===== config.mk =====
export PLATFORM = sky130hd
export DESIGN_NAME = ram_arbiter_flat
export DESIGN_NICKNAME = d
export VERILOG_FILES = /design/src/rtl/ram_arbiter_if.sv /design/src/rtl/ram_arbiter.sv /design/src/flat_wrapper.sv
export SDC_FILE = /design/constraint.sdc
export NUM_CORES = 1
export LEC_CHECK = 0
export BUFFER_PORTS_ARGS = -buffer_cell sky130_fd_sc_hd__buf_4
export CAP_MARGIN = 30
export CORE_AREA = 2 2 105 107
export CTS_BUF_LIST = sky130_fd_sc_hd__clkbuf_8
export CTS_CLUSTER_DIAMETER = 60
export CTS_CLUSTER_SIZE = 10
export DETAILED_ROUTE_END_ITERATION = 6
export DIE_AREA = 0 0 107 109
export PLACE_DENSITY_LB_ADDON = 0.12
export SLEW_MARGIN = 5
export SYNTH_ARGS = -nofsm -noshare
export SYNTH_HDL_FRONTEND = slang
export SYNTH_SLANG_ARGS = --single-unit
export TNS_END_PERCENT = 30

===== constraint.sdc =====
create_clock -name clk -period 3.8 [get_ports clk]
set_input_delay 0.76 -clock clk [delete_from_list [all_inputs] [get_ports clk]]
set_output_delay 0.76 -clock clk [all_outputs]
set_load 0.01 [all_outputs]

===== src/rtl/ram_arbiter_if.sv =====
// ----------------------------------------------------------------------------
// ram_arbiter_if
//  Bundles the requester-side handshake and the RAM-side bus of ram_arbiter.
//
//  Requester side
//    req       [1:0]       access request, [0]=CPU [1]=loader
//    req_we    [1:0]       1=write 0=read, valid while req high
//    req_addr  [2*AW-1:0]  {addr1, addr0}
//    req_wd    [2*DW-1:0]  {wd1, wd0}
//    ack       [1:0]       one-cycle pulse, access accepted for requester i
//    err       [1:0]       one-cycle pulse with ack, address out of range
//    rvalid    [1:0]       one-cycle pulse, rdata holds read result for i
//    rdata     [DW-1:0]    read data
//    busy                  arbiter not idle
//  RAM side
//    mem_we                RAM write enable
//    mem_addr  [AW-1:0]    RAM address
//    mem_wd    [DW-1:0]    RAM write data
//    mem_rd    [DW-1:0]    RAM read data (registered by the RAM)
//
//  Modports: slave = the arbiter, master = requesters plus the RAM.
// ----------------------------------------------------------------------------
interface ram_arbiter_if #(
    parameter int unsigned AW = 32,
    parameter int unsigned DW = 32
);
    logic [1:0]      req;
    logic [1:0]      req_we;
    logic [2*AW-1:0] req_addr;
    logic [2*DW-1:0] req_wd;
    logic [1:0]      ack;
    logic [1:0]      err;
    logic [1:0]      rvalid;
    logic [DW-1:0]   rdata;
    logic            busy;
    logic            mem_we;
    logic [AW-1:0]   mem_addr;
    logic [DW-1:0]   mem_wd;
    logic [DW-1:0]   mem_rd;

    modport slave (
        input  req, req_we, req_addr, req_wd, mem_rd,
        output ack, err, rvalid, rdata, busy, mem_we, mem_addr, mem_wd
    );

    modport master (
        output req, req_we, req_addr, req_wd, mem_rd,
        input  ack, err, rvalid, rdata, busy, mem_we, mem_addr, mem_wd
    );
endinterface


===== src/rtl/ram_arbiter.sv =====
// ----------------------------------------------------------------------------
// ram_arbiter
//  Two-port round-robin arbiter/sequencer in front of a single-port data RAM
//  (synchronous write, read data registered by the RAM when we=0).
//  Requester 0 is the CPU, requester 1 the loader/debug port. Accesses are
//  serialised: IDLE -> ACCESS -> (RESP for reads) -> IDLE. Out-of-range
//  addresses (>= DEPTH) are acknowledged with err and never write the RAM.
//
//  Ports
//    clk   system clock, all logic on posedge
//    rst   asynchronous reset, active-high
//    bus   ram_arbiter_if.slave (requester handshake and RAM bus)
//
//  Parameters
//    DEPTH number of RAM words, legal addresses 0..DEPTH-1
//    AW    address width
//    DW    data width
// ----------------------------------------------------------------------------
module ram_arbiter #(
    parameter int unsigned DEPTH = 10000,
    parameter int unsigned AW    = 32,
    parameter int unsigned DW    = 32
) (
    input  logic         clk,
    input  logic         rst,
    ram_arbiter_if.slave bus
);

    localparam logic [1:0] StIdle   = 2'd0;
    localparam logic [1:0] StAccess = 2'd1;
    localparam logic [1:0] StResp   = 2'd2;

    logic [1:0]    state_q, state_d;
    logic          last_grant_q, last_grant_d;
    logic          grant_q, grant_d;
    logic          we_q, we_d;
    logic [AW-1:0] addr_q, addr_d;
    logic [DW-1:0] wd_q, wd_d;
    logic          oor_q, oor_d;
    logic [1:0]    rvalid_q, rvalid_d;
    logic [DW-1:0] rdata_q, rdata_d;

    logic          sel;
    logic [AW-1:0] sel_addr;
    logic [DW-1:0] sel_wd;
    logic          sel_we;
    logic          in_access;
    logic [1:0]    grant_oh;

    // Round-robin pick; only meaningful when at least one req bit is set.
    always_comb begin
        sel = 1'b0;
        case (bus.req)
            2'b01:   sel = 1'b0;
            2'b10:   sel = 1'b1;
            2'b11:   sel = ~last_grant_q;
            default: sel = 1'b0;
        endcase
    end

    assign sel_addr = sel ? bus.req_addr[2*AW-1:AW] : bus.req_addr[AW-1:0];
    assign sel_wd   = sel ? bus.req_wd[2*DW-1:DW]   : bus.req_wd[DW-1:0];
    assign sel_we   = sel ? bus.req_we[1]           : bus.req_we[0];

    // Next-state logic. Request inputs are only looked at in IDLE.
    always_comb begin
        state_d      = state_q;
        last_grant_d = last_grant_q;
        grant_d      = grant_q;
        we_d         = we_q;
        addr_d       = addr_q;
        wd_d         = wd_q;
        oor_d        = oor_q;

        case (state_q)
            StIdle: begin
                if (bus.req != 2'b00) begin
                    grant_d      = sel;
                    last_grant_d = sel;
                    we_d         = sel_we;
                    addr_d       = sel_addr;
                    wd_d         = sel_wd;
                    // Range check done at latch time so ACCESS decodes from a flop.
                    oor_d        = (sel_addr >= AW'(DEPTH));
                    state_d      = StAccess;
                end
            end
            StAccess: begin
                state_d = (oor_q || we_q) ? StIdle : StResp;
            end
            StResp: begin
                state_d = StIdle;
            end
            default: begin
                state_d = StIdle;
            end
        endcase
    end

    assign in_access = (state_q == StAccess);
    assign grant_oh  = grant_q ? 2'b10 : 2'b01;

    // The RAM registers read data at the end of ACCESS, so mem_rd is valid
    // during RESP and is captured here at the end of RESP.
    always_comb begin
        rvalid_d = 2'b00;
        rdata_d  = rdata_q;
        if (state_q == StResp) begin
            rvalid_d = grant_oh;
            rdata_d  = bus.mem_rd;
        end
    end

    always_ff @(posedge clk or posedge rst) begin
        if (rst) begin
            state_q      <= StIdle;
            last_grant_q <= 1'b1;
            grant_q      <= 1'b0;
            we_q         <= 1'b0;
            addr_q       <= '0;
            wd_q         <= '0;
            oor_q        <= 1'b0;
            rvalid_q     <= 2'b00;
            rdata_q      <= '0;
        end else begin
            state_q      <= state_d;
            last_grant_q <= last_grant_d;
            grant_q      <= grant_d;
            we_q         <= we_d;
            addr_q       <= addr_d;
            wd_q         <= wd_d;
            oor_q        <= oor_d;
            rvalid_q     <= rvalid_d;
            rdata_q      <= rdata_d;
        end
    end

    // Outputs decode from flops only; no combinational path from req.
    assign bus.ack      = in_access ? grant_oh : 2'b00;
    assign bus.err      = (in_access && oor_q) ? grant_oh : 2'b00;
    // rst gates mem_we directly so an in-flight write is dropped at once.
    assign bus.mem_we   = in_access && we_q && !oor_q && !rst;
    assign bus.busy     = (state_q != StIdle);
    assign bus.mem_addr = addr_q;
    assign bus.mem_wd   = wd_q;
    assign bus.rvalid   = rvalid_q;
    assign bus.rdata    = rdata_q;

endmodule


===== src/flat_wrapper.sv =====
// flat-port wrapper written by rule: the top's interface ports become plain ports
module ram_arbiter_flat 
#(
    parameter int unsigned DEPTH = 10000,
    parameter int unsigned AW    = 32,
    parameter int unsigned DW    = 32
)
  (clk, rst, bus_req, bus_req_we, bus_req_addr, bus_req_wd, bus_mem_rd, bus_ack, bus_err, bus_rvalid, bus_rdata, bus_busy, bus_mem_we, bus_mem_addr, bus_mem_wd);
  ram_arbiter_if #(.AW(AW), .DW(DW)) bus_i ();
  input  logic clk;
  input  logic rst;
  input wire logic [$bits(bus_i.req)-1:0] bus_req;
  input wire logic [$bits(bus_i.req_we)-1:0] bus_req_we;
  input wire logic [$bits(bus_i.req_addr)-1:0] bus_req_addr;
  input wire logic [$bits(bus_i.req_wd)-1:0] bus_req_wd;
  input wire logic [$bits(bus_i.mem_rd)-1:0] bus_mem_rd;
  output wire logic [$bits(bus_i.ack)-1:0] bus_ack;
  output wire logic [$bits(bus_i.err)-1:0] bus_err;
  output wire logic [$bits(bus_i.rvalid)-1:0] bus_rvalid;
  output wire logic [$bits(bus_i.rdata)-1:0] bus_rdata;
  output wire logic [$bits(bus_i.busy)-1:0] bus_busy;
  output wire logic [$bits(bus_i.mem_we)-1:0] bus_mem_we;
  output wire logic [$bits(bus_i.mem_addr)-1:0] bus_mem_addr;
  output wire logic [$bits(bus_i.mem_wd)-1:0] bus_mem_wd;
  assign bus_i.req = bus_req;
  assign bus_i.req_we = bus_req_we;
  assign bus_i.req_addr = bus_req_addr;
  assign bus_i.req_wd = bus_req_wd;
  assign bus_i.mem_rd = bus_mem_rd;
  assign bus_ack = bus_i.ack;
  assign bus_err = bus_i.err;
  assign bus_rvalid = bus_i.rvalid;
  assign bus_rdata = bus_i.rdata;
  assign bus_busy = bus_i.busy;
  assign bus_mem_we = bus_i.mem_we;
  assign bus_mem_addr = bus_i.mem_addr;
  assign bus_mem_wd = bus_i.mem_wd;
  ram_arbiter #(.DEPTH(DEPTH), .AW(AW), .DW(DW)) u_core (.clk(clk), .rst(rst), .bus(bus_i));
endmodule

==> results of run 1 <==
-- worst max-delay path by stage --
stage                                        end  depth (start not counted)
after floorplan           u_core.bus.mem_addr[0]                          1
after global placement      u_core.bus.mem_wd[5]                          4
after detailed placement   u_core.bus.mem_wd[19]                          4
after CTS                             bus_mem_we                          3
after global routing                  bus_mem_we                          3
final                                 bus_mem_we                          3
-- synthesized netlist by cell type, drive strengths merged (2+ instances only) --
cell type  instances
and2               2
o21ai             69
nor4               8
nand4              4
nor2              10
inv                4
dfrtp            103
nand2b             2
nand2             65
buf               14
mux2i             64
a31oi              2
clkbuf            12
nor3               4
mux2              32
a211oi             2
-- cell usage in the layout (no fill, tap or decap), drive strengths merged --
master and instances:
nor2b 1, a211oi 2, nor3b 1, a21oi 1
inv 8, dfrtp 103, dfstp 1, and2 2
nor4 8, nand4 4, nor3 4, buf 276
mux2 32, clkbuf 11, nand2b 2, nand4b 1
a31oi 2, a21boi 1, nor4b 1, nand3 1
mux2i 64, nor2 10, o21ai 69, bufinv 1
nand2 65
-- critical path, stage by stage (launching register included) --
cell                       delay [ns]
sky130_fd_sc_hd__dfrtp_1         0.41
sky130_fd_sc_hd__nand2b_1        0.21
sky130_fd_sc_hd__nor4b_1         0.29
sky130_fd_sc_hd__buf_4           0.20
-- cell families (layout without fill, tap and decap cells) --
logic type	Yosys count	in the layout	synth area share, %
AND/OR/NAND/NOR	100	100	9.54
flip-flops	104	104	56.4
buffers and inverters	30	296	3.68
multiplexers	96	96	21.7
AO/OA/AOI/OAI	75	75	8.72
-- flip-flops by register name, summed over array words and instances, names as in the netlist --
name,flops
u_core.bus.mem_addr,32
u_core.bus.mem_wd,32
u_core.bus.rdata,32
u_core.bus.rvalid,2
u_core.grant_q,1
u_core.last_grant_q,1
u_core.oor_q,1
u_core.state_q,2
u_core.we_q,1
-- area by class of cell --
| type | instances | area, sq um |
|---|---|---|
| clock inverter | 5 | 50.0 |
| clock buffer | 11 | 151 |
| multi-input combinational | 271 | 1860 |
| tap | 140 | 175 |
| timing repair buffer | 276 | 2080 |
| fill | 874 | 3660 |
| sequential | 104 | 2600 |
| inverter | 4 | 17.5 |
-- per-layer routing --
layer	GRT usage, %	up-vias
met2	37.7	165
li1	-	1943
met5	0	-
met4	7.42	0
met1	26.2	1827
met3	5.26	14
-- per-stage QoR --
step	power [mW]	hold WS, ns
after global placement	2.40	0.444
final	3.08	0.454
after global routing	3.26	0.494
after floorplan	1.87	0.422
after CTS	3.11	0.460
after detailed placement	2.42	0.445
-- power groups by stage --
stage | sequential [mW] | combinational, mW | clock, mW
after floorplan | 1.52 | 0.350 | 0
after global placement | 1.44 | 0.959 | 0
after detailed placement | 1.44 | 0.976 | 0
after CTS | 1.42 | 0.976 | 0.709
after global routing | 1.45 | 1.05 | 0.759
final | 1.42 | 0.959 | 0.696
==> Flow_metrics.wiki, run 1 <==
{| class="wikitable"
! Metric !! Value
|-
| Share of total power in sequential cells || 46.2%
|-
| CTS root buf || sky130_fd_sc_hd__clkbuf_8
|-
| Count of pins on the block boundary || 270
|-
| Depth of the most critical reg-to-reg path || 5
|-
| Area fraction of the dominant cell type after synthesis || 55.8%
|-
| Post-placement cell count || 795
|-
| Register-to-Register Setup Slack || 1.97 ns
|-
| Finished Cell Area || 6940 sq um
|-
| Uppermost signal routing layer after detailed routing || met4
|-
| Worst min-delay path endpoint || u_core.bus.rvalid[0]
|-
| Syn_area_per_cell || 11.4 sq um
|-
| Total wire length || 12600 um
|-
| Largest fanout on the critical path || 4
|-
| Detailed-route vias per instance || 4.87
|-
| Final hold viol count || 0
|-
| Number of iterations in the first detailed-routing pass || 4
|-
| Reg-to-Reg End || u_core.oor_q
|-
| Total via count in the routed design || 3949
|-
| Clock transition at the register clock pins on the worst setup and hold paths after CTS || 0.09 ns
|-
| H-tree level count || 3
|-
| Routed met2 length || 6460 um
|-
| Area overhead of the layout relative to synthesis || 50.3%
|-
| Die Width || 107 um
|-
| Sink count of the clock tree || 104
|-
| Status || finished clean
|-
| Number of diodes added for antenna fixing || 0
|-
| Launching element of the worst setup path || u_core.state_q[1]
|-
| Synth Register Bits || 104
|-
| Post-placement worst setup slack || 1.43 ns
|-
| TritonCTS buffer count || 9
|-
| Max Cap Viol || 0
|-
| Switching Share || 30.0%
|-
| Endpoint required time on the critical path || 3.04 ns
|-
| # setup viols final || 0
|-
| Shortest clock period the worst path allows after layout || 2.20 ns
|-
| Filler-free cell count of the finished design || 811
|-
| Dominant synthesized flop cell || sky130_fd_sc_hd__dfrtp_1
|-
| RePlAce Congestion || 0.858
|-
| Power density over cell area || 443 nW/um^2
|-
| Placed wire-length estimate || 10100 um
|-
| Antenna violations before repair || 0
|-
| Cell internal pwr || 2.15 mW
|-
| Net Count, Synth || 571
|-
| Number of cells upsized or downsized after cts || 0
|-
| Largest buffer count on any clock path || 2
|-
| Nets@finish || 832
|-
| Slew Limit Headroom || 44.4%
|-
| Synth top area cells || sky130_fd_sc_hd__dfrtp_1 (56%), sky130_fd_sc_hd__mux2i_1 (14%), sky130_fd_sc_hd__mux2_1 (6.8%), sky130_fd_sc_hd__o21ai_1 (6.7%), sky130_fd_sc_hd__nand2_1 (5.3%)
|-
| Area leader, netlist || sky130_fd_sc_hd__dfrtp_1
|-
| Final worst path period share || 58.0%
|-
| Number of design rule violations left after detail routing || 0
|-
| Placement Rows || 38
|-
| Vias in the first global route || 3954
|-
| Switching power of the nets || 924 uW
|-
| Finished Core Util || 65.5%
|-
| Pin count of the biggest net entering global routing || 70
|-
| Sequential cell area fraction in the yosys report || 56.4%
|-
| Post-place instance area || 6740 sq um
|-
| Clock latency of the later-clocked register in the worst-skew pair || 0.36 ns
|-
| Worst setup EP type || output pin
|-
| Hold WC Path Type || reg2reg
|-
| Starting utilization of the core area || 43.6%
|-
| Class of the most critical setup path || reg2out
|-
| Hold buffer count at CTS || 0
|-
| Peak supply drop || 0.210 mV
|-
| Slew at the pin closest to its max-slew limit || 0.830 ns
|-
| All-layer global routing usage || 21.6%
|-
| Number of warnings reported in the yosys synthesis log || 0
|-
| Share of final-layout standard cells stronger than drive strength 1 || 44.7%
|-
| Routed length on met3 || 962 um
|-
| Mapped Area || 4620 sq um
|-
| Number of stages on the worst hold path || 1
|-
| Data arrival time at the worst-slack endpoint || 1.44 ns
|-
| TritonCTS clock tree || done
|-
| RR Startpoint || u_core.last_grant_q
|-
| Total Negative Setup Slacks || 0 ns
|-
| Synth async-reset ratio || 100%
|-
| Static leakage || 3.45 nW
|-
| Number of enable-type register cells in the synthesized netlist || 0
|-
| Die area || 11700 sq um
|-
| Final worst-path setup slack || 1.60 ns
|-
| Placeable core region || 10600 sq um
|-
| Max Fclk || 454 MHz
|-
| RSZ-0062 raised after global routing || false
|-
| ANT nets after route || 0
|-
| Gate count of the mapped netlist || 405
|-
| Number of distinct library cell variants in the gate-level netlist after synthesis || 30
|-
| Relative contribution of the clock network to total power || 22.6%
|-
| Startpoint types || flop
|-
| Total overflow reported by the global router || 0
|-
| Post-DR wirelength/cell || 15.5 um
|-
| Starting DRT DRC Count || 131
|-
| First-pass GRT wire length || 19600 um
|-
| Setup Fix Bufs, Post-CTS || 0
|-
| Combinational cell fraction of total power || 31.1%
|-
| Buffers on Ports || 269
|-
| Height of the die || 109 um
|-
| Final clock skew || 0.0110 ns
|-
| Final max-slew violation count || 0
|-
| Routed length on met1 || 4980 um
|-
| Worst Hold Launch || u_core.grant_q
|}
Power figures use the tool's default switching activity.
==> run 2, diff against run 1 <==
--- a/config.mk
+++ b/config.mk
@@ -5,6 +5,7 @@
 export SDC_FILE = /design/constraint.sdc
 export NUM_CORES = 1
 export LEC_CHECK = 0
+export ABC_AREA = 1
 export BUFFER_PORTS_ARGS = -buffer_cell sky130_fd_sc_hd__buf_4
 export CAP_MARGIN = 30
 export CORE_AREA = 2 2 105 107
==> constraint.sdc (replaced) <==
create_clock -name clk -period 2.3 [get_ports clk]
set_input_delay 0.46 -clock clk [delete_from_list [all_inputs] [get_ports clk]]
set_output_delay 0.46 -clock clk [all_outputs]
set_load 0.01 [all_outputs]
==> Flow_metrics.wiki, run 2 <==
{| class="wikitable"
! Metric !! Value
|-
| Slew at the pin closest to its max-slew limit || 0.755 ns
|-
| # setup viols final || 0
|-
| Largest buffer count on any clock path || 2
|-
| Clock transition at the register clock pins on the worst setup and hold paths after CTS || 0.09 ns
|-
| Worst setup EP type || flop
|-
| RePlAce Congestion || 0.842
|-
| Area overhead of the layout relative to synthesis || 49.2%
|-
| Fraction of synthesized cell area in xor and xnor cells || 0%
|-
| All-layer global routing usage || 22.6%
|-
| Slew Limit Headroom || 49.7%
|-
| Shortest clock period the worst path allows after layout || 2.01 ns
|-
| Most frequent cell after synthesis || sky130_fd_sc_hd__nand2_1
|-
| Final worst path period share || 87.5%
|-
| Count of pins on the block boundary || 270
|-
| Final max-slew violation count || 0
|-
| Area share of fa/ha/maj cells after synthesis || 0%
|-
| ANT nets after route || 0
|-
| Synth async-reset ratio || 100%
|-
| Static leakage || 3.59 nW
|-
| TritonCTS clock tree || done
|-
| Number of distinct library cell variants in the gate-level netlist after synthesis || 24
|-
| Sequential cell area fraction in the yosys report || 55.4%
|-
| Final hold viol count || 0
|-
| RR Startpoint || u_core.last_grant_q
|-
| Vias in the first global route || 4266
|-
| Placeable core region || 10600 sq um
|-
| Starting DRT DRC Count || 194
|-
| Class of the most critical setup path || reg2reg
|-
| Placement Rows || 38
|-
| Most common library cell in the layout ignoring fill and taps || sky130_fd_sc_hd__buf_4
|-
| Crit-path cells || nand2_4 -> nand2_4 -> buf_4 -> nand2_1 -> o21ai_1 -> nand2_1 -> nor2_1 -> nand2_1 -> nor2_1 -> a21oi_1
|-
| Final clock skew || 0.00592 ns
|-
| Register-to-Register Setup Slack || 0.29 ns
|-
| Antenna violations before repair || 0
|-
| H-tree level count || 3
|-
| CP dominant cell by count || sky130_fd_sc_hd__nand2_1
|-
| Die Width || 107 um
|-
| RSZ-0062 raised after global routing || false
|-
| Post-DR wirelength/cell || 15.0 um
|-
| Proportion of synthesized area in mux cells || 7.67%
|-
| Buffers on Ports || 269
|-
| Setup Fix Bufs, Post-CTS || 0
|-
| Number of iterations in the first detailed-routing pass || 6
|-
| Synth Register Bits || 104
|-
| Power density over cell area || 738 nW/um^2
|-
| Number of cells upsized or downsized after cts || 0
|-
| Nets@finish || 942
|-
| Dominant synthesized flop cell || sky130_fd_sc_hd__dfrtp_1
|-
| Post-synthesis share of cell area spent on and, or, nand and nor gates || 18.3%
|-
| Peak supply drop || 0.338 mV
|-
| Total wire length || 13800 um
|-
| Hold buffer count at CTS || 0
|-
| Dominant combinational cell family by area after synthesis || simple AND/OR/NAND/NOR gates
|-
| First-pass GRT wire length || 20600 um
|-
| Leading cell types in the layout, fill and taps excluded || sky130_fd_sc_hd__buf_4 (279), sky130_fd_sc_hd__nand2_1 (125), sky130_fd_sc_hd__dfrtp_1 (103)
|-
| Delay of the slowest cell on the worst path || 0.57 ns
|-
| Pin count of the biggest net entering global routing || 63
|-
| Finished Cell Area || 7010 sq um
|-
| Number of enable-type register cells in the synthesized netlist || 0
|-
| Number of design rule violations left after detail routing || 0
|-
| Startpoint types || flop
|-
| Area fraction of the dominant cell type after synthesis || 54.8%
|-
| Depth of the most critical reg-to-reg path || 10
|-
| Detailed-route vias per instance || 4.92
|-
| Height of the die || 109 um
|-
| Worst path top cell family by delay || simple AND/OR/NAND/NOR gates
|-
| Net Count, Synth || 684
|-
| Share of final-layout standard cells stronger than drive strength 1 || 43.1%
|-
| TritonCTS buffer count || 9
|-
| Data arrival time at the worst-slack endpoint || 2.27 ns
|-
| Starting utilization of the core area || 44.3%
|-
| Pwr Total || 5.17 mW
|-
| Synth top area cells || sky130_fd_sc_hd__dfrtp_1 (55%), sky130_fd_sc_hd__nand2_1 (10%), sky130_fd_sc_hd__mux2_2 (7.7%), sky130_fd_sc_hd__o21ai_0 (6.2%), sky130_fd_sc_hd__nor2_1 (5.1%)
|-
| Placed wire-length estimate || 10600 um
|-
| Post-place instance area || 6790 sq um
|-
| Post-placement worst setup slack || 0.217 ns
|-
| Total via count in the routed design || 4526
|-
| Number of diodes added for antenna fixing || 0
|-
| Compound-Gate Fraction of Synth Area || 12.6%
|-
| Max Cap Viol || 0
|-
| Largest fanout on the critical path || 30
|-
| Number of warnings reported in the yosys synthesis log || 0
|-
| Mapped Area || 4700 sq um
|-
| Combined buffer and inverter count along the critical path || 1
|-
| Endpoint required time on the critical path || 2.56 ns
|-
| Total Negative Setup Slacks || 0 ns
|-
| Status || finished clean
|-
| Sink count of the clock tree || 104
|-
| Final worst-path setup slack || 0.287 ns
|-
| Die area || 11700 sq um
|-
| Max Fclk || 497 MHz
|-
| Hold WC Path Type || in2async
|-
| Most used standard cells in the synthesized netlist || sky130_fd_sc_hd__nand2_1 (125), sky130_fd_sc_hd__dfrtp_1 (103), sky130_fd_sc_hd__nor2_1 (64), sky130_fd_sc_hd__o21ai_0 (58), sky130_fd_sc_hd__o21ai_1 (37)
|-
| Gate count of the mapped netlist || 518
|-
| Hold Worst Slack || 0.273 ns
|-
| Reg-to-Reg End || u_core.oor_q
|-
| Area leader, netlist || sky130_fd_sc_hd__dfrtp_1
|-
| Total overflow reported by the global router || 0
|-
| Clock latency of the later-clocked register in the worst-skew pair || 0.37 ns
|-
| Syn_area_per_cell || 9.07 sq um
|-
| Slowest cell on the critical path || sky130_fd_sc_hd__dfstp_2
|-
| CTS root buf || sky130_fd_sc_hd__clkbuf_8
|}
run 2: cell types whose count changed after synthesis, moves of 8 or more:
cell and delta:
sky130_fd_sc_hd__o21ai_0 +52, sky130_fd_sc_hd__nor2_1 +55, sky130_fd_sc_hd__nand3_1 +8, sky130_fd_sc_hd__mux2_2 +28, sky130_fd_sc_hd__nand2_1 +60, sky130_fd_sc_hd__nand3b_1 +8, sky130_fd_sc_hd__o21ai_1 -25, sky130_fd_sc_hd__mux2_1 -28
sky130_fd_sc_hd__mux2i_1 -64, sky130_fd_sc_hd__buf_2 +11, sky130_fd_sc_hd__inv_1 +21, sky130_fd_sc_hd__a31oi_1 +8
run 2: worst register-to-register path: stages, from the launching register on:
cell	delay, ns
sky130_fd_sc_hd__dfstp_2	0.57
sky130_fd_sc_hd__nand2_4	0.14
sky130_fd_sc_hd__nand2_4	0.22
sky130_fd_sc_hd__buf_4	0.36
sky130_fd_sc_hd__nand2_1	0.10
sky130_fd_sc_hd__o21ai_1	0.12
sky130_fd_sc_hd__nand2_1	0.07
sky130_fd_sc_hd__nor2_1	0.10
sky130_fd_sc_hd__nand2_1	0.07
sky130_fd_sc_hd__nor2_1	0.10
sky130_fd_sc_hd__a21oi_1	0.06
run 2: where the power goes:
group	internal (mW)	switching, mW
logic	0.805	0.780
registers	2.15	0.193
clock network	0.637	0.605
total	3.59	1.58
run 2: layout make-up:
type                            instances  area, sq um
Clock buffer                           10          138
Clock inverter                          5         81.3
Fill cell                             889         3590
Inverter                               26          101
Multi-Input combinational cell        356         1820
Sequential cell                       104         2600
Tap cell                              140          175
Timing Repair Buffer                  279         2090
run 2: kinds of logic after synthesis:
logic type | Yosys count
flops | 104
compound gates | 112
simple gates | 212
mux | 32
buf+inv | 58
run 2: worst max-delay path by stage:
| stage | startpoint | cells after the start | slack [ns] | end |
|---|---|---|---|---|
| after global routing | u_core.last_grant_q | 10 | 0.12 | u_core.oor_q |
| after CTS | u_core.last_grant_q | 10 | 0.28 | u_core.oor_q |
| final | u_core.last_grant_q | 10 | 0.29 | u_core.oor_q |
| after floorplan | rst | 1 | 0.60 | u_core.bus.mem_addr[0] |
| after global placement | bus_req[0] | 7 | 0.29 | u_core.bus.mem_addr[0] |
| after detailed placement | bus_req[0] | 7 | 0.22 | u_core.bus.mem_addr[0] |
run 2: metrics by stage:
stage / std cells / utilization, %
after global placement: 905 / 64.1
after global routing: 920 / 66.1
final: 920 / 66.1
after CTS: 920 / 66.1
after detailed placement: 905 / 64.1
after floorplan: 518 / -
run 2: layer usage:
layer / GRT usage, % / part of all wire, % / wire length (um) / vias up
met5: 0 / 0 / 0 / -
met4: 9.46 / 2.7 / 372 / 0
met3: 4.12 / 6.3 / 867 / 25
met2: 39.5 / 49 / 6780 / 178
met1: 27.8 / 42 / 5760 / 2112
li1: - / - / - / 2211
==> run 3, diff against run 2 <==
--- a/config.mk
+++ b/config.mk
@@ -15,6 +15,7 @@
 export DETAILED_ROUTE_END_ITERATION = 6
 export DIE_AREA = 0 0 107 109
 export PLACE_DENSITY_LB_ADDON = 0.12
+export RECOVER_POWER = 100
 export SLEW_MARGIN = 5
 export SYNTH_ARGS = -nofsm -noshare
 export SYNTH_HDL_FRONTEND = slang
==> Flow_metrics.wiki, run 3 (synthesis gave the netlist of run 2 again) <==
{| class="wikitable"
! Metric !! Value
|-
| Delay of the slowest cell on the worst path || 0.58 ns
|-
| Share of final-layout standard cells stronger than drive strength 1 || 29.1%
|-
| Crit-path cells || nand2_4 -> nand2_4 -> buf_4 -> clkbuf_4 -> nor2_1 -> o21ai_0
|-
| Sink count of the clock tree || 104
|-
| Worst min-delay path endpoint || u_core.bus.rdata[23]
|-
| All-layer global routing usage || 22.6%
|-
| Final clock skew || 0.00680 ns
|-
| Hold WC Path Type || in2reg
|-
| Finished Core Util || 62.2%
|-
| Height of the die || 109 um
|-
| CTS root buf || sky130_fd_sc_hd__clkbuf_8
|-
| Number of cells upsized or downsized after cts || 0
|-
| Count of pins on the block boundary || 270
|-
| Most common library cell in the layout ignoring fill and taps || sky130_fd_sc_hd__buf_4
|-
| Number of stages on the worst hold path || 2
|-
| Nets@finish || 942
|-
| Depth of the most critical reg-to-reg path || 6
|-
| Largest buffer count on any clock path || 2
|-
| Number of iterations in the first detailed-routing pass || 5
|-
| Starting utilization of the core area || 44.3%
|-
| Reg-to-Reg End || u_core.bus.mem_wd[3]
|-
| Startpoint types || flop
|-
| H-tree level count || 3
|-
| Fillers || 997
|-
| Routed met2 length || 6780 um
|-
| Total via count in the routed design || 4520
|-
| Endpoint required time on the critical path || 2.58 ns
|-
| Die area || 11700 sq um
|-
| Data arrival time at the worst-slack endpoint || 2.36 ns
|-
| Status || finished clean
|-
| Largest fanout on the critical path || 30
|-
| Pin count of the biggest net entering global routing || 63
|-
| RR Startpoint || u_core.last_grant_q
|-
| Power density over cell area || 740 nW/um^2
|-
| Peak supply drop || 0.345 mV
|-
| Slew Limit Headroom || 2.54%
|-
| Antenna violations before repair || 0
|-
| CP dominant cell by count || sky130_fd_sc_hd__nand2_4
|-
| Total wire length || 13800 um
|-
| Max Fclk || 479 MHz
|-
| Placed wire-length estimate || 10600 um
|-
| Worst Hold Launch || bus_mem_rd[23]
|-
| Final max-slew violation count || 0
|-
| Max Cap Viol || 0
|-
| Worst path top cell family by delay || buffers and inverters
|-
| Number of design rule violations left after detail routing || 0
|-
| TritonCTS clock tree || done
|-
| Clock latency of the later-clocked register in the worst-skew pair || 0.36 ns
|-
| # setup viols final || 0
|-
| Total Negative Setup Slacks || 0 ns
|-
| Combined buffer and inverter count along the critical path || 2
|-
| ANT nets after route || 0
|-
| Register-to-Register Setup Slack || 0.21 ns
|-
| Detailed-route vias per instance || 4.91
|-
| Uppermost signal routing layer after detailed routing || met4
|-
| Buffers on Ports || 269
|-
| Class of the most critical setup path || reg2reg
|-
| Area of the multi-input gates || 1800 sq um
|-
| Hold buffer count at CTS || 0
|-
| Leading cell types in the layout, fill and taps excluded || sky130_fd_sc_hd__buf_4 (169), sky130_fd_sc_hd__nand2_1 (125), sky130_fd_sc_hd__clkbuf_1 (104)
|-
| Clock transition at the register clock pins on the worst setup and hold paths after CTS || 0.09 ns
|-
| Post-DR wirelength/cell || 15.0 um
|-
| RSZ-0062 raised after global routing || false
|-
| Vias in the first global route || 4266
|-
| Final worst path period share || 90.8%
|-
| Final hold viol count || 0
|-
| Slew at the pin closest to its max-slew limit || 1.46 ns
|-
| Static leakage || 3.19 nW
|-
| First-pass GRT wire length || 20600 um
|-
| Slowest cell on the critical path || sky130_fd_sc_hd__dfstp_1
|-
| Setup Fix Bufs, Post-CTS || 0
|-
| Worst setup EP type || flop
|-
| Routed length on met3 || 917 um
|-
| RePlAce Congestion || 0.842
|-
| Die Width || 107 um
|-
| Routed length on met1 || 5760 um
|-
| Area overhead of the layout relative to synthesis || 40.3%
|-
| TritonCTS buffer count || 9
|-
| Placeable core region || 10600 sq um
|-
| Starting DRT DRC Count || 192
|-
| Placement Rows || 38
|-
| Register area || 2600 sq um
|-
| Total overflow reported by the global router || 0
|-
| Shortest clock period the worst path allows after layout || 2.09 ns
|-
| Number of diodes added for antenna fixing || 0
|}
## run 3: per-stage QoR
step                      instances  hold slack [ns]  power, mW  area [sq um]  worst slack [ns]
final                           920            0.329       4.88          6590             0.212
after global routing            920            0.306       5.17          6590            0.0626
after CTS                       920            0.284       5.22          7010             0.285
after detailed placement        905            0.441       3.98          6790             0.217
after global placement          905            0.441       3.95          6790             0.287
after floorplan                 518            0.408       3.08          4700             0.595
## run 3: report_power, final
| part | switching, mW | internal, mW | leakage [nW] |
|---|---|---|---|
| Combinational | 0.770 | 0.532 | 1.85 |
| Clock | 0.604 | 0.637 | 0.108 |
| Sequential | 0.185 | 2.15 | 1.23 |
| Total | 1.56 | 3.32 | 3.19 |
## run 3: cell type report
class / count / share of cell area, %
Multi-Input combinational cell: 356 / 27.4
Sequential cell: 104 / 39.5
Tap cell: 140 / 2.66
Clock buffer: 10 / 2.09
Timing Repair Buffer: 279 / 25.7
Clock inverter: 5 / 1.23
Inverter: 26 / 1.50
## run 3: routing by layer
layer	vias up	track usage [%]
met3	25	4.12
met4	0	9.46
met5	-	0
met2	179	39.5
met1	2104	27.8
li1	2212	-
## run 3: worst register-to-register path, stage by stage (launching register included)
cell and delay [ns]:
sky130_fd_sc_hd__dfstp_1 0.58, sky130_fd_sc_hd__nand2_4 0.15, sky130_fd_sc_hd__nand2_4 0.22, sky130_fd_sc_hd__buf_4 0.34, sky130_fd_sc_hd__clkbuf_4 0.43, sky130_fd_sc_hd__nor2_1 0.10
sky130_fd_sc_hd__o21ai_0 0.19
## run 3: how the worst max path moves through the flow
| stage | from | end | cells after the start |
|---|---|---|---|
| after floorplan | rst | u_core.bus.mem_addr[0] | 1 |
| after global placement | bus_req[0] | u_core.bus.mem_addr[0] | 7 |
| after detailed placement | bus_req[0] | u_core.bus.mem_addr[0] | 7 |
| after CTS | u_core.last_grant_q | u_core.oor_q | 10 |
| after global routing | u_core.state_q[1] | u_core.bus.mem_wd[19] | 6 |
| final | u_core.last_grant_q | u_core.bus.mem_wd[3] | 6 |
